## src/rtl/lab3_cache_mem_arbiter.sv

```systemverilog
// Burst arbiter sharing one memory port between two cache controllers.
// Define LAB3_CACHE_MEMARB_RR_EN for round-robin arbitration; otherwise port 0 has fixed priority.
module lab3_cache_mem_arbiter #(
    parameter int unsigned BURST_LEN = 4
) (
    input  logic        clk,
    input  logic        reset,

    input  logic        req0_val,
    output logic        req0_rdy,
    input  logic [76:0] req0_msg,
    input  logic        req1_val,
    output logic        req1_rdy,
    input  logic [76:0] req1_msg,

    output logic        resp0_val,
    input  logic        resp0_rdy,
    output logic [46:0] resp0_msg,
    output logic        resp1_val,
    input  logic        resp1_rdy,
    output logic [46:0] resp1_msg,

    output logic        mem_req_val,
    input  logic        mem_req_rdy,
    output logic [76:0] mem_req_msg,
    input  logic        mem_resp_val,
    output logic        mem_resp_rdy,
    input  logic [46:0] mem_resp_msg,

    output logic        owner,
    output logic        busy
);
    localparam int unsigned CNT_W = $clog2(BURST_LEN + 1);
    localparam logic [CNT_W-1:0] CNT_LAST = CNT_W'(BURST_LEN);

    typedef enum logic [1:0] {
        IDLE  = 2'd0,
        SEND  = 2'd1,
        DRAIN = 2'd2
    } state_t;

    state_t           state;
    state_t           state_n;
    logic             owner_n;
    logic [CNT_W-1:0] sent_cnt;
    logic [CNT_W-1:0] sent_n;
    logic [CNT_W-1:0] recv_cnt;
    logic [CNT_W-1:0] recv_n;
    logic             winner;
    logic             req_fire;
    logic             resp_fire;
`ifdef LAB3_CACHE_MEMARB_RR_EN
    logic             prio;
    logic             prio_n;
`endif

    assign busy = (state != IDLE);

    // Arbitration winner for the IDLE cycle
    always_comb begin
`ifdef LAB3_CACHE_MEMARB_RR_EN
        winner = (req0_val && req1_val) ? prio : req1_val;
`else
        winner = ~req0_val;
`endif
    end

    always_ff @(posedge clk or negedge reset) begin
        if (!reset) begin
            state    <= IDLE;
            owner    <= 1'b0;
            sent_cnt <= '0;
            recv_cnt <= '0;
`ifdef LAB3_CACHE_MEMARB_RR_EN
            prio     <= 1'b0;
`endif
        end else begin
            state    <= state_n;
            owner    <= owner_n;
            sent_cnt <= sent_n;
            recv_cnt <= recv_n;
`ifdef LAB3_CACHE_MEMARB_RR_EN
            prio     <= prio_n;
`endif
        end
    end

    // Next state, counters and the zero-latency passthrough paths
    always_comb begin
        state_n      = state;
        owner_n      = owner;
`ifdef LAB3_CACHE_MEMARB_RR_EN
        prio_n       = prio;
`endif
        req0_rdy     = 1'b0;
        req1_rdy     = 1'b0;
        resp0_val    = 1'b0;
        resp1_val    = 1'b0;
        resp0_msg    = '0;
        resp1_msg    = '0;
        mem_req_val  = 1'b0;
        mem_req_msg  = '0;
        mem_resp_rdy = 1'b0;
        req_fire     = 1'b0;
        resp_fire    = 1'b0;

        if (state == SEND) begin
            mem_req_val = owner ? req1_val : req0_val;
            mem_req_msg = owner ? req1_msg : req0_msg;
            req0_rdy    = ~owner & mem_req_rdy;
            req1_rdy    = owner & mem_req_rdy;
            req_fire    = mem_req_val & mem_req_rdy;
        end

        if (state != IDLE) begin
            resp0_val    = ~owner & mem_resp_val;
            resp1_val    = owner & mem_resp_val;
            resp0_msg    = owner ? '0 : mem_resp_msg;
            resp1_msg    = owner ? mem_resp_msg : '0;
            mem_resp_rdy = owner ? resp1_rdy : resp0_rdy;
            resp_fire    = mem_resp_val & mem_resp_rdy;
        end

        sent_n = sent_cnt + CNT_W'(req_fire);
        recv_n = recv_cnt + CNT_W'(resp_fire);

        case (state)
            IDLE: begin
                if (req0_val || req1_val) begin
                    state_n = SEND;
                    owner_n = winner;
                    sent_n  = '0;
                    recv_n  = '0;
                end
            end
            SEND, DRAIN: begin
                // Last response may land while still in SEND with a combinational memory
                if (recv_n == CNT_LAST) begin
                    state_n = IDLE;
`ifdef LAB3_CACHE_MEMARB_RR_EN
                    prio_n  = ~owner;
`endif
                end else if (sent_n == CNT_LAST) begin
                    state_n = DRAIN;
                end
            end
            default: state_n = IDLE;
        endcase
    end

endmodule

```

## config.mk

```make
export PLATFORM = sky130hd
export DESIGN_NAME = lab3_cache_mem_arbiter
export DESIGN_NICKNAME = d
export VERILOG_FILES = /design/src/rtl/lab3_cache_mem_arbiter.sv
export SDC_FILE = /design/constraint.sdc
export NUM_CORES = 1
export LEC_CHECK = 0
export BUFFER_PORTS_ARGS = -buffer_cell sky130_fd_sc_hd__buf_4
export CAP_MARGIN = 5
export CORE_AREA = 4 4 147 149
export CTS_CLUSTER_SIZE = 8
export DETAILED_ROUTE_END_ITERATION = 8
export DIE_AREA = 0 0 151 153
export SYNTH_ARGS = -nofsm -noshare
export SYNTH_HDL_FRONTEND = slang
export SYNTH_SLANG_ARGS = --single-unit
```

## constraint.sdc

```tcl
create_clock -name clk -period 7.9 [get_ports clk]
set_input_delay 1.185 -clock clk [delete_from_list [all_inputs] [get_ports clk]]
set_output_delay 1.185 -clock clk [all_outputs]
set_load 0.1 [all_outputs]
```

==> results of run 1 <==
stage by stage:
step,instances,hold slack (ns),area [um^2],worst slack [ns]
floorplan,329,0.4899,2495,3.553
global placement,963,0.5133,5667,4.378
detailed placement,963,0.5387,5667,4.355
CTS,967,0.5446,5746,4.131
global route,967,0.5877,5746,4.056
finish,967,0.5415,5746,4.211
sequential cells by signal, summed over array words and instances, names as in the netlist:
signal,cells
recv_cnt,3
sent_cnt,3
state,2
owner,1
routing by layer:
metal | wire length [um] | vias up
li1 | - | 1801
met1 | 4764 | 1502
met2 | 6944 | 189
met3 | 1408 | 14
met4 | 151 | 0
met5 | 0 | -
area by class of cell:
cell class / instances / area share [%]
tap: 270 / 5.880
timing repair buffer: 391 / 51.09
sequential: 9 / 3.985
inverter: 3 / 0.1960
clock buffer: 4 / 1.372
multi-input combinational: 290 / 37.48
worst reg2reg max path, cell delays in order (launching register included):
cell and delay [ns]:
dfrtp_1 0.37, inv_1 0.12, ha_2 0.18, buf_4 0.47, nor2b_1 0.24, and2_1 0.15
ha_1 0.15, ha_1 0.23, or3_1 0.39, a31oi_1 0.24, mux2_1 0.35
logic make-up after synthesis:
logic type,count (synthesis)
xor+xnor,2
mux,80
simple gates,195
compound gates,5
flops,9
fa+ha+maj,8
buf+inv,30
final timing paths:
kind	from	end	slack, ns	cells after the start
worst min register to register	sent_cnt[2]	sent_cnt[2]	0.54	2
worst max-delay path	owner	mem_req_msg[48]	4.21	4
min in group asynchronous	reset	sent_cnt[2]	0.77	1
max in group asynchronous	reset	owner	6.98	1
worst max register to register	state[1]	state[0]	4.91	10
worst min-delay path	sent_cnt[2]	sent_cnt[2]	0.54	2
cell usage in the layout, fill, tap and decap left out, drive strengths merged:
| cell | instances |
|---|---|
| ha | 8 |
| o31ai | 1 |
| inv | 3 |
| nor2b | 79 |
| xnor2 | 2 |
| or3 | 2 |
| buf | 391 |
| and2 | 102 |
| nor3 | 1 |
| a31oi | 1 |
| nor2 | 7 |
| or4 | 1 |
| nand2 | 2 |
| mux2i | 79 |
| dfrtp | 9 |
| mux2 | 1 |
| and3 | 1 |
| clkbuf | 4 |
| o21ai | 3 |
==> metrics, run 1 <==
status=finished, final reports clean; max incr delay on CP=0.82 ns; final antenna-violating net count=0; most frequent cell after synthesis=and2_1; Max Cap Viol=0; Die H=153 um; syn_nets=546; Yosys cell types=19; hold violation total from the final report=0; Worst path slowest cell=buf_4; Synth top area share=31.70%; CTS Sinks=9; residual DRC count=0; met1 GRT Util=10.69%; post-CTS sizing=0; Compound-Gate Fraction of Synth Area=1.153%; Synthesis Warnings=0; Root Buffer Master=clkbuf_16; TNS Setup=0 ns; Synth Instances=329; first-pass GRT wire length=18710 um; crit path time final=3.689 ns; CTS Hold Bufs=0; GRT busiest layer=met2; most used cell, CP=buf_4; I/O pins=388; Port Buf Inserts=387; die area=23100 um^2; ys flop type=dfrtp_1; Post-Synth Simple-Gate Area=47.99%; post-DP HPWL=11350 um; core area=20170 um^2; WP data arrival=2.50 ns; initial core utilization=12.37%; Die Wd=151 um; largest family of logic cells by synthesized area=simple AND/OR/NAND/NOR gates; postcts setup bufs=0; register area=229.0 um^2; syn_area_per_cell=7.583 um^2; Synth Area in XOR/XNOR=0.7021%; largest delay contributor family on the critical path=buffers and inverters; most instantiated cells after synthesis=and2_1 (102), mux2i_1 (79), nor2b_1 (79); Startpoint Class=register; area of the multi-input gates=2153 um^2; worst setup path class=register to output port; relative slew slack=30.34%; RSZ-0062 raised after global routing=false; post-synth top area cell=mux2i_1; largest net degree at the start of global routing=81; number of synthesized flops with an enable pin=0; Seq/Total Area, Yosys=9.027%; Final Util=28.49%; Slew Viols, Final=0; Pre-Repair DR Iteration Count=4; vias per inst=3.626; fin crit share=46.70%; final setup violation count=0; via count=3506; asr flop ratio synth=100.0%; Row Count=52; Tightest Pin Transition=1.045 ns; met2 usage=19.35%; crit path max fanout=62; initial antenna violation count=0; Setup Skew=0.002666 ns; area grow syn2layout=130.3%; FMAX=271.1 MHz; Hold Crit Class=register to register; CP Cell Sequence=buf_4 > mux2i_1 > nor2b_1 > buf_4; crit path buf inv count=2; Skew-Pair Late Insertion Delay=0.23 ns; clock buffer depth=2; overall routing resource usage=9.889%; CTS tree=yes; mux cell area share after synthesis=32.15%; Worst Path Required=6.71 ns; Antenna Cells=0; nets=915; CTS buffer count=3; vias in the first global route=3580; Post-Synth Adder-Cell Area=4.012%; Worst-path clk slew=0.04 ns; FILL cells=2163; met3 Usage GRT=2.399%; GPL Wtd Cong=0.8337; #FFs+latches synth=9; crit end category=output port; synthesized area=2495 um^2; Avg WL per Cell=13.72 um; share of cells above drive strength 1=57.10%; DR iter-0 viols=68; H-tree levels=1; total congestion overflow=0; ranking of synthesized cells by area=mux2i_1 (32%), and2_1 (26%), nor2b_1 (20%); Total Wirelength=13270 um
Power of run 1 is left out: the tool's default activity adds up to more than one toggle a clock period on the data nets, which glitch-free logic cannot reach.
==> inputs of run 2 (changes only) <==
ABC_AREA = 1   (was not set)
CORE_AREA = 4 4 148 150   (was 4 4 147 149)
DIE_AREA = 0 0 152 154   (was 0 0 151 153)
clock period = 3.9 ns   (was 7.9 ns; I/O delays follow)
==> metrics, run 2 <==
residual DRC count=0 (unchanged); Total Wirelength=14870 um (+12%); area grow syn2layout=129.5%; post-DP HPWL=12420 um (+9.4%); syn_nets=700 (+28%); crit path launch=state[0]; Yosys cell types=22 (+3); GPL Wtd Cong=0.8911 (+6.9%); Avg WL per Cell=13.27 um (-3.3%); H-tree levels=1 (unchanged); CTS buffer count=3 (unchanged); Skew-Pair Late Insertion Delay=0.23 ns (about the same); Worst-path clk slew=0.04 ns (about the same); commonest non-fill, non-tap cell in the layout=buf_4; Hold Crit Class=primary input to async pin; initial antenna violation count=0 (unchanged); Die H=154 um (+0.65%); overall routing resource usage=11.45% (+1.6 points); number of synthesized flops with an enable pin=0 (unchanged); most instantiated cells after synthesis=nor2_1 (214), o21ai_0 (74), inv_1 (60); ranking of synthesized cells by area=nor2_1 (33%), o21ai_0 (15%), nor2_2 (13%); Setup Skew=0.0008851 ns (-0.001781 ns); CTS Sinks=9 (unchanged); Seq/Total Area, Yosys=9.236% (+0.21 points); final setup violation count=0 (unchanged); #FFs+latches synth=9 (unchanged); Root Buffer Master=clkbuf_16; ys flop type=dfrtp_1; core area=20690 um^2 (+2.6%); Die Wd=152 um (+0.66%); FMAX=328.6 MHz; crit end category=output port; I/O pins=388 (unchanged); status=finished, final reports clean; asr flop ratio synth=100.0% (unchanged); crit path max fanout=48 (-23%); hold violation total from the final report=0 (unchanged); largest registers=recv_cnt x3, sent_cnt x3, state x2; vias per inst=3.659 (+0.92%); postcts setup bufs=0 (unchanged); nets=1063 (+16%); Antenna Cells=0 (unchanged); Port Buf Inserts=387 (unchanged); Tightest Pin Transition=1.160 ns (+0.1146 ns); most frequent cells in the layout=buf_4 (393), nor2_1 (214), o21ai_0 (74); RSZ-0062 raised after global routing=false; FILL cells=2314 (+7.0%); die area=23410 um^2 (+1.3%); fin crit share=78.03%; Synth top area share=32.94% (+1.2 points); Slew Viols, Final=0 (unchanged); relative slew slack=22.42% (-7.9 points); Startpoint Class=register; total congestion overflow=0 (unchanged); DR iter-0 viols=203 (+200%); syn_area_per_cell=5.049 um^2 (-33%); synthesized area=2439 um^2 (-2.3%); first-pass GRT wire length=22310 um (+19%); pre-CTS setup slack=1.005 ns (-3.349 ns); most frequent cell after synthesis=nor2_1; RR Startpoint=owner; TNS Setup=0 ns (unchanged); via count=4098 (+17%); CTS tree=yes; worst setup path class=register to output port; Pre-Repair DR Iteration Count=4 (unchanged); clock buffer depth=2 (unchanged); post-synth top area cell=nor2_1; share of cells above drive strength 1=53.96% (-3.1 points); post-CTS sizing=0 (unchanged); crit path time final=3.043 ns; CTS Hold Bufs=0 (unchanged); Worst Path Required=3.31 ns (-3.40 ns); vias in the first global route=3969 (+11%); Row Count=53 (+1.9%); initial core utilization=11.79% (-0.58 points); Synthesis Warnings=0 (unchanged); Max Cap Viol=0 (unchanged); WP data arrival=2.46 ns (-0.04 ns); Synth Instances=483 (+47%); worst setup margin=0.8566 ns (-3.354 ns); final antenna-violating net count=0 (unchanged); largest net degree at the start of global routing=54 (-33%)
==> run 2: cell types whose count changed after synthesis, moves of 11 or more <==
cell,delta
nor2_1,+207
nand2_1,+11
mux2i_1,-78
inv_1,+57
clkbuf_1,-12
nor2b_1,-79
nor2_2,+50
and2_1,-102
o21ai_0,+71
==> run 2: final cells by class <==
cell class / instances / area (um^2) / share of cell area (%)
Clock buffer: 4 / 78.83 / 1.408
Sequential cell: 9 / 226.5 / 4.046
Multi-Input combinational cell: 377 / 1759 / 31.43
Inverter: 62 / 237.7 / 4.248
Timing Repair Buffer: 393 / 2950 / 52.72
Tap cell: 275 / 344.1 / 6.148
==> run 2: cell families after synthesis <==
family	Yosys count	synth area share (%)
simple gates	290	51.10
mux	1	0.4105
flops	9	9.236
fa+ha+maj	8	4.105
buf+inv	97	19.14
compound gates	78	16.01
==> run 2: metal layers <==
layer | global-route usage (%) | wire length [um] | vias up
met2 | 21.15 | 7876 | 158
li1 | - | - | 2176
met4 | 1.884 | 143 | 0
met1 | 13.63 | 5955 | 1752
met5 | 0 | 0 | -
met3 | 2.786 | 890 | 12
==> run 2: path summary, 6_finish.rpt <==
path,slack [ns],end,depth (start not counted)
worst max-delay path,0.86,resp1_msg[0],6
worst min-delay path,0.17,recv_cnt[2],1
worst max register to register,1.05,state[1],12
worst min register to register,0.52,state[1],2
max in group asynchronous,3.57,owner,1
min in group clk,0.52,state[1],2
==> run 2: per-stage QoR <==
step	instances	area [um^2]	utilization [%]	hold WS (ns)
6_report	1120	5597	27.05	0.1742
5_1_grt	1120	5597	27.05	0.1811
4_1_cts	1120	5597	27.05	0.1757
3_5_place_dp	1116	5518	26.67	0.4207
3_3_place_gp	1116	5518	26.67	0.4169
2_1_floorplan	483	2449	-	0.2894
==> run 2: critical path, stage by stage, from the launching register on <==
cell	delay, ns
dfrtp_1	0.39
inv_1	0.08
ha_1	0.27
inv_2	0.16
nand2_2	0.64
nor2_1	0.32
buf_4	0.33
Power of run 2 is left out for the same reason.
==> inputs of run 3 (changes only) <==
ABC_AREA = 0   (was 1)
clock period = 3.1 ns   (was 3.9 ns; I/O delays follow)
==> metrics, run 3 (synthesis gave the netlist of run 1 again) <==
nets=916 (-14%); vias per inst=3.670 (+0.31%); final setup violation count=0 (unchanged); worst setup path class=register to register; core area=20690 um^2 (unchanged); final antenna-violating net count=0 (unchanged); WP data arrival=2.73 ns (+0.27 ns); placed instance area=5708 um^2 (+3.4%); relative slew slack=58.78% (+36 points); area grow syn2layout=132.0%; CTS tree=yes; Hold Crit Class=primary input to async pin; post-CTS sizing=0 (unchanged); overall routing resource usage=10.22% (-1.2 points); CTS Sinks=9 (unchanged); post-DP HPWL=11490 um (-7.5%); residual DRC count=0 (unchanged); RSZ-0062 raised after global routing=false; Tightest Pin Transition=0.6183 ns (-0.5412 ns); largest net degree at the start of global routing=80 (+48%); FILL cells=2279 (-1.5%); Row Count=53 (unchanged); initial core utilization=12.06% (+0.27 points); Root Buffer Master=clkbuf_16; DR iter-0 viols=89 (-56%); vias in the first global route=3620 (-8.8%); first-pass GRT wire length=19800 um (-11%); I/O pins=388 (unchanged); Pre-Repair DR Iteration Count=4 (unchanged); die area=23410 um^2 (unchanged); fin crit share=84.56%; crit path time final=2.621 ns; initial antenna violation count=0 (unchanged); postcts setup bufs=0 (unchanged); crit path max fanout=5 (-90%); Worst-path clk slew=0.04 ns (about the same); Avg WL per Cell=13.61 um (+2.5%); total congestion overflow=0 (unchanged); Slew Viols, Final=0 (unchanged); Total Wirelength=13240 um (-11%); Die Wd=152 um (unchanged); status=finished, final reports clean; CTS Hold Bufs=0 (unchanged); Skew-Pair Late Insertion Delay=0.23 ns (about the same); Startpoint Class=register; share of cells above drive strength 1=57.59% (+3.6 points); pre-CTS setup slack=0.4706 ns (-0.5348 ns); CTS buffer count=3 (unchanged); Setup Skew=0.001084 ns (+0.0001990 ns); FMAX=381.5 MHz; clock buffer depth=2 (unchanged); TNS Setup=0 ns (unchanged); Port Buf Inserts=387 (unchanged); Final Cell Area=5788 um^2 (+3.4%); commonest non-fill, non-tap cell in the layout=buf_4; GPL Wtd Cong=0.7980 (-10%); worst setup margin=0.4787 ns (-0.3779 ns); H-tree levels=1 (unchanged); Max Cap Viol=0 (unchanged); Worst Path Required=3.21 ns (-0.10 ns); most frequent cells in the layout=buf_4 (391), and2_1 (102), mux2i_1 (79); largest registers=recv_cnt x3, sent_cnt x3, state x2; hold violation total from the final report=0 (unchanged); FF-to-FF setup slack=0.48 ns (-0.57 ns); crit end category=register; Die H=154 um (unchanged); Antenna Cells=0 (unchanged); via count=3571 (-13%)
-- run 3: changes by cell type in the layout (fill, tap and decap cells not counted), moves of 5 or more --
cell and change:
inv_1 -57, o21ai_0 -71, mux2i_1 +78, nor2b_1 +77, nand3_1 -5, nor2_1 -209
and2_1 +102, nand2_1 -11, nor2_2 -49
-- run 3: layout make-up --
class | count | area (um^2) | share of cell area [%]
clock buffers | 3 | 75.07 | 1.297
repair buffers | 392 | 2955 | 51.06
clock inverters | 1 | 5.005 | 0.08647
flip-flops and latches | 9 | 229.0 | 3.956
inverters | 3 | 11.26 | 0.1946
well taps | 275 | 344.1 | 5.945
multi-input cells | 290 | 2168 | 37.46
-- run 3: per-layer routing --
layer  global-route usage (%)  up-vias  share of wire, %
met5                        0        -                 0
li1                         -     1799                 -
met2                    18.46      212                51
met4                   0.6849        0              0.34
met1                    12.08     1556                39
met3                    3.828        4               9.6
-- run 3: stage by stage --
stage / utilization [%] / hold slack [ns] / cells
after floorplan: - / 0.1694 / 329
final: 27.98 / 0.04943 / 973
after detailed placement: 27.59 / 0.2991 / 969
after CTS: 27.98 / 0.05376 / 973
after global routing: 27.98 / 0.05209 / 973
after global placement: 27.59 / 0.2948 / 969
-- run 3: worst max-delay path, cell delays in order, from the launching register on --
cell and delay (ns):
dfrtp_1 0.37, inv_1 0.13, ha_1 0.35, nor2_4 0.07, and2_1 0.16, ha_1 0.17, ha_1 0.30, or3_1 0.37
a31oi_1 0.23, mux2_1 0.35
-- run 3: final timing paths --
check                               to        start  cells after the start
max                           state[0]     state[1]                      9
min                        sent_cnt[0]        reset                      1
max reg2reg                   state[0]     state[1]                      9
min reg2reg                sent_cnt[2]  sent_cnt[2]                      2
max in group asynchronous        owner        reset                      1
min in group clk                 owner     req0_val                      2
Power of run 3 is left out for the same reason.
